[config.mk]
export PLATFORM = sky130hd
export DESIGN_NAME = morse_round_sequencer
export DESIGN_NICKNAME = d
export VERILOG_FILES = /design/src/rtl/morse_round_sequencer.sv
export SDC_FILE = /design/constraint.sdc
export NUM_CORES = 1
export LEC_CHECK = 0
export ABC_AREA = 1
export CAP_MARGIN = 20
export CORE_ASPECT_RATIO = 1.4
export CORE_MARGIN = 5
export CORE_UTILIZATION = 50
export DETAILED_ROUTE_END_ITERATION = 10
export PLACE_DENSITY_LB_ADDON = 0.08
export SYNTH_ARGS = -nofsm -noshare
export SYNTH_HDL_FRONTEND = slang
export SYNTH_SLANG_ARGS = --single-unit
[constraint.sdc]
create_clock -name clk -period 3.8 [get_ports clk]
set_clock_uncertainty 0.15 [all_clocks]
set_input_delay 0.76 -clock clk [delete_from_list [all_inputs] [get_ports clk]]
set_output_delay 0.76 -clock clk [all_outputs]
set_load 0.03 [all_outputs]
[src/rtl/morse_round_sequencer.sv]
// Round controller feeding the Morse display decoder: LFSR symbol pick, per-round countdown, saturating score.
// Optional macro MORSE_SEQ_HEX_EN passes the raw hex symbol 0..F; when undefined, symbols are folded to digits 0..9.
module morse_round_sequencer #(
    parameter int         CLK_TICKS  = 50_000_000,
    parameter int         ROUND_SECS = 10,
    parameter logic [7:0] LFSR_SEED  = 8'hA5
) (
    input  logic       clk,
    input  logic       rst,
    input  logic       start,
    input  logic       logout,
    input  logic       answer_valid,
    input  logic       answer_correct,
    output logic [3:0] number,
    output logic       timeout,
    output logic       round_active,
    output logic [3:0] secs_left,
    output logic [7:0] score,
    output logic       round_done
);

    localparam int            PW        = (CLK_TICKS > 2) ? $clog2(CLK_TICKS) : 1;
    localparam logic [PW-1:0] TICK_LAST = PW'(CLK_TICKS - 1);
    localparam logic [7:0]    SEED_EFF  = (LFSR_SEED == 8'h00) ? 8'h01 : LFSR_SEED;
    localparam logic [3:0]    SECS_INIT = 4'(ROUND_SECS);

    typedef enum logic [1:0] {IDLE, RUN, TIMEOUT, RESULT} state_t;

    state_t        state_q, state_d;
    logic [PW-1:0] presc_q, presc_d;
    logic [7:0]    lfsr_q, lfsr_d;
    logic [3:0]    number_q, number_d;
    logic [3:0]    secs_q, secs_d;
    logic [7:0]    score_q, score_d;
    logic          timeout_q, timeout_d;
    logic          active_q, active_d;
    logic          done_q, done_d;
    logic          tick;

    function automatic logic [3:0] map_symbol(input logic [3:0] v);
`ifdef MORSE_SEQ_HEX_EN
        return v;
`else
        return (v > 4'd9) ? (v - 4'd6) : v;
`endif
    endfunction

    assign tick = (presc_q == TICK_LAST);

    always_comb begin
        state_d   = state_q;
        presc_d   = presc_q;
        number_d  = number_q;
        secs_d    = secs_q;
        score_d   = score_q;
        timeout_d = timeout_q;
        active_d  = active_q;
        done_d    = 1'b0;
        lfsr_d    = {lfsr_q[6:0], lfsr_q[7] ^ lfsr_q[5] ^ lfsr_q[4] ^ lfsr_q[3]};

        if (logout) begin
            state_d   = IDLE;
            presc_d   = '0;
            score_d   = 8'h00;
            timeout_d = 1'b0;
            active_d  = 1'b0;
            secs_d    = 4'd0;
        end else begin
            case (state_q)
                IDLE, TIMEOUT: begin
                    if (start) begin
                        state_d   = RUN;
                        number_d  = map_symbol(lfsr_q[3:0]);
                        secs_d    = SECS_INIT;
                        presc_d   = '0;
                        timeout_d = 1'b0;
                        active_d  = 1'b1;
                    end
                end
                RUN: begin
                    // An answer landing on the final tick takes precedence over the timeout.
                    if (answer_valid) begin
                        state_d  = RESULT;
                        active_d = 1'b0;
                        done_d   = 1'b1;
                        if (answer_correct && (score_q != 8'hFF)) begin
                            score_d = score_q + 8'd1;
                        end
                    end else if (tick) begin
                        presc_d = '0;
                        if (secs_q > 4'd1) begin
                            secs_d = secs_q - 4'd1;
                        end else begin
                            secs_d    = 4'd0;
                            state_d   = TIMEOUT;
                            timeout_d = 1'b1;
                            active_d  = 1'b0;
                            done_d    = 1'b1;
                        end
                    end else begin
                        presc_d = presc_q + 1'b1;
                    end
                end
                RESULT: state_d = IDLE;
                default: state_d = IDLE;
            endcase
        end
    end

    always_ff @(posedge clk) begin
        if (rst) begin
            state_q   <= IDLE;
            presc_q   <= '0;
            lfsr_q    <= SEED_EFF;
            number_q  <= 4'd0;
            secs_q    <= 4'd0;
            score_q   <= 8'h00;
            timeout_q <= 1'b0;
            active_q  <= 1'b0;
            done_q    <= 1'b0;
        end else begin
            state_q   <= state_d;
            presc_q   <= presc_d;
            lfsr_q    <= lfsr_d;
            number_q  <= number_d;
            secs_q    <= secs_d;
            score_q   <= score_d;
            timeout_q <= timeout_d;
            active_q  <= active_d;
            done_q    <= done_d;
        end
    end

    assign number       = number_q;
    assign timeout      = timeout_q;
    assign round_active = active_q;
    assign secs_left    = secs_q;
    assign score        = score_q;
    assign round_done   = done_q;

endmodule

==> metrics <==
total setup buffers inserted after CTS 0; syn nets 452; All-Layer GR Usage 19.94%; worst r2r path cells 7; synth cell count leaders nand2_1, nor2_1, inv_1, dfxtp_1, nand3_1; PnR Total Power 1.032 mW; first-pass iteration count of the detailed router 4; ys flop type dfxtp_1; Residual DRC 0; die area 0.007746 mm^2; P_leak 1.214 nW; Initial Utilization 51.73%; Setup TNS Final 0 ns; Max Cap Viol 0; die height 102.2 um; Post-synth EDFFs 0; r2r setup slk 1.74 ns; GP Congestion 0.9304; worst vdd ir 0.0001657 V; Die X 75.83 um; clk sinks 55; CTS clk-pin slew, worst paths 0.10 ns; most numerous cell in the Yosys netlist nand2_1; I/O pin count 25; TritonCTS clock tree yes; crit-path max FO 6; Most Crowded Layer GR met2; estimated wirelength of the detail-placed design 5275 um; CP Class register to output pin; unrepaired setup endpoints after global routing no; vias 2786; min cycle time layout 2.395 ns; row count 33; WP data arrival 1.48 ns; Fillers 565; Synth top area share 36.30%; worst hold path class register to register; Multi-input gate area 0.001625 mm^2; status finished, final reports clean; first-pass GRT wire length 12040 um; Max Root-Sink Buffers 2; Worst Hold Depth 2; sequential share of the synthesized area 36.30%; Worst path max stage delay 0.72 ns; Syn. warnings 0; Antenna Cells 0; area growth from synthesis to layout 11.26%; final hold violations 0; Vias/cell 5.207; hold buffers post-CTS 0; Max Freq 417.6 MHz; GRT Residual Overflow 0; Hold Startpoint lfsr_q[0]; Detail Route Antenna Nets 0; cts bufs inserted 5; Worst Hold End lfsr_q[1]; initial detailed-routing violation count 201; Slew @ Worst Pin 0.6146 ns; routing usage on met2 33.64%; Synth area leader dfxtp_1; crit path buf inv count 1; Avg Inst Size Synth 6.877 um^2; root buffer cell clkbuf_8; FFs w/ async S/R, synth 0%; share of cells above drive strength 1 10.11%; PD cells 305.9 mW/mm^2; Slowest-stage cell, CP clkdlybuf4s50_1; post_cts resized 0; Seq cells post-synth 55; Worst Setup Start Kind register; antenna violations before repair 0; Sequential Area 0.001101 mm^2; # port buffers 24; Netlist cell types 34; Core ar. 0.005863 mm^2; final worst path period share 63.02%; CP cell instances clkdlybuf4s50_1; reg-to-reg startpoint state_q[0]; WL final 6958 um; Avg WL per Cell 13.01 um; largest net degree at the start of global routing 23; r2r endpoint score[7]; vias in the first global route 2646; final slew viol count 0; final net count 475; Synth Cell Area 0.003033 mm^2; met3 usage 3.346%; CP delay by family, top buffers and inverters; cells after synthesis 441; met1 GRT Util 24.53%; Clk Latency, worst-skew pair 0.31 ns; max_slew headroom 58.80%; Critical Path RT 2.89 ns; Critical Path Sink Type output pin; Final Setup Violations 0; top post-synthesis cells by area dfxtp_1, nand2_1, nor2_1; depth of the CTS H-tree 2
[state kept, by name (all words and copies together) (netlist names)]
register / count
presc_q: 26
timeout: 1
state_q: 2
secs_left: 4
lfsr_q: 8
round_done: 1
round_active: 1
score: 8
number: 4
[power by group]
| part | internal (mW) | switching (mW) |
|---|---|---|
| Combinational | 0.0349 | 0.0681 |
| Clock | 0.130 | 0.200 |
| Sequential | 0.590 | 0.00926 |
[cells by family (layout without fill, tap and decap cells)]
family | after synthesis | in the layout | synth area share [%]
AO/OA/AOI/OAI | 47 | 47 | 8.416
flip-flops | 55 | 55 | 36.30
buffers and inverters | 69 | 93 | 10.11
adder cells (fa/ha/maj) | 5 | 5 | 2.063
AND/OR/NAND/NOR | 255 | 255 | 40.22
XOR/XNOR | 10 | 10 | 2.888
[cell usage in the layout, fill, tap and decap left out, types with 2 or more instances in the layout]
cell             count
nand3_1             35
nor2_2              10
nand4_1             10
nor3_2               4
a21oi_2              3
dfxtp_1             55
nor2_1              66
o21ai_0             13
clkinv_2             2
ha_1                 5
a31oi_1              2
nand3_2              3
nand3b_1             2
o21ai_1              2
clkbuf_8             5
nand2_4              5
nor3_1              15
xor2_1               7
or2_2                3
nor2_4               5
inv_1               58
xnor2_1              3
a21oi_1             24
clkdlybuf4s50_1     24
nand2_2              4
nand2_1             91
[final cells by class]
cell class | count | area share, %
Multi-Input combinational cell | 317 | 48.16
Sequential cell | 55 | 32.63
Timing Repair Buffer | 25 | 7.341
Inverter | 60 | 6.674
Tap cell | 70 | 2.595
Clock buffer | 5 | 2.039
Clock inverter | 3 | 0.5562
[metal layers]
metal / vias to the layer above / routed length [um] / share of wire [%]
li1: 1447 / - / -
met1: 1249 / 3052 / 44
met2: 75 / 3436 / 49
met3: 15 / 259 / 3.7
met4: 0 / 210 / 3.0
met5: - / 0 / 0
[per-stage QoR]
stage               instance area, um^2  setup WS (ns)  utilization, %  hold slack, ns  std cells
global placement                   3287          1.168           56.06          0.2473        527
CTS                                3374          1.390           57.55          0.3101        535
finish                             3374          1.405           57.55          0.2998        535
floorplan                          3033          1.834               -          0.2395        441
global route                       3374          1.261           57.55          0.3076        535
detailed placement                 3287          1.097           56.06          0.2853        527
[worst max path at each step]
stage | startpoint | endpoint | slack (ns) | cells past startpoint
final | secs_left[0] | secs_left[0] | 1.41 | 1
after global routing | start | presc_q[13] | 1.26 | 10
after CTS | secs_left[0] | secs_left[0] | 1.39 | 1
after detailed placement | start | presc_q[13] | 1.10 | 10
after global placement | start | presc_q[13] | 1.17 | 10
after floorplan | start | presc_q[18] | 1.83 | 10
No activity file was read; power rests on OpenSTA's default activity.
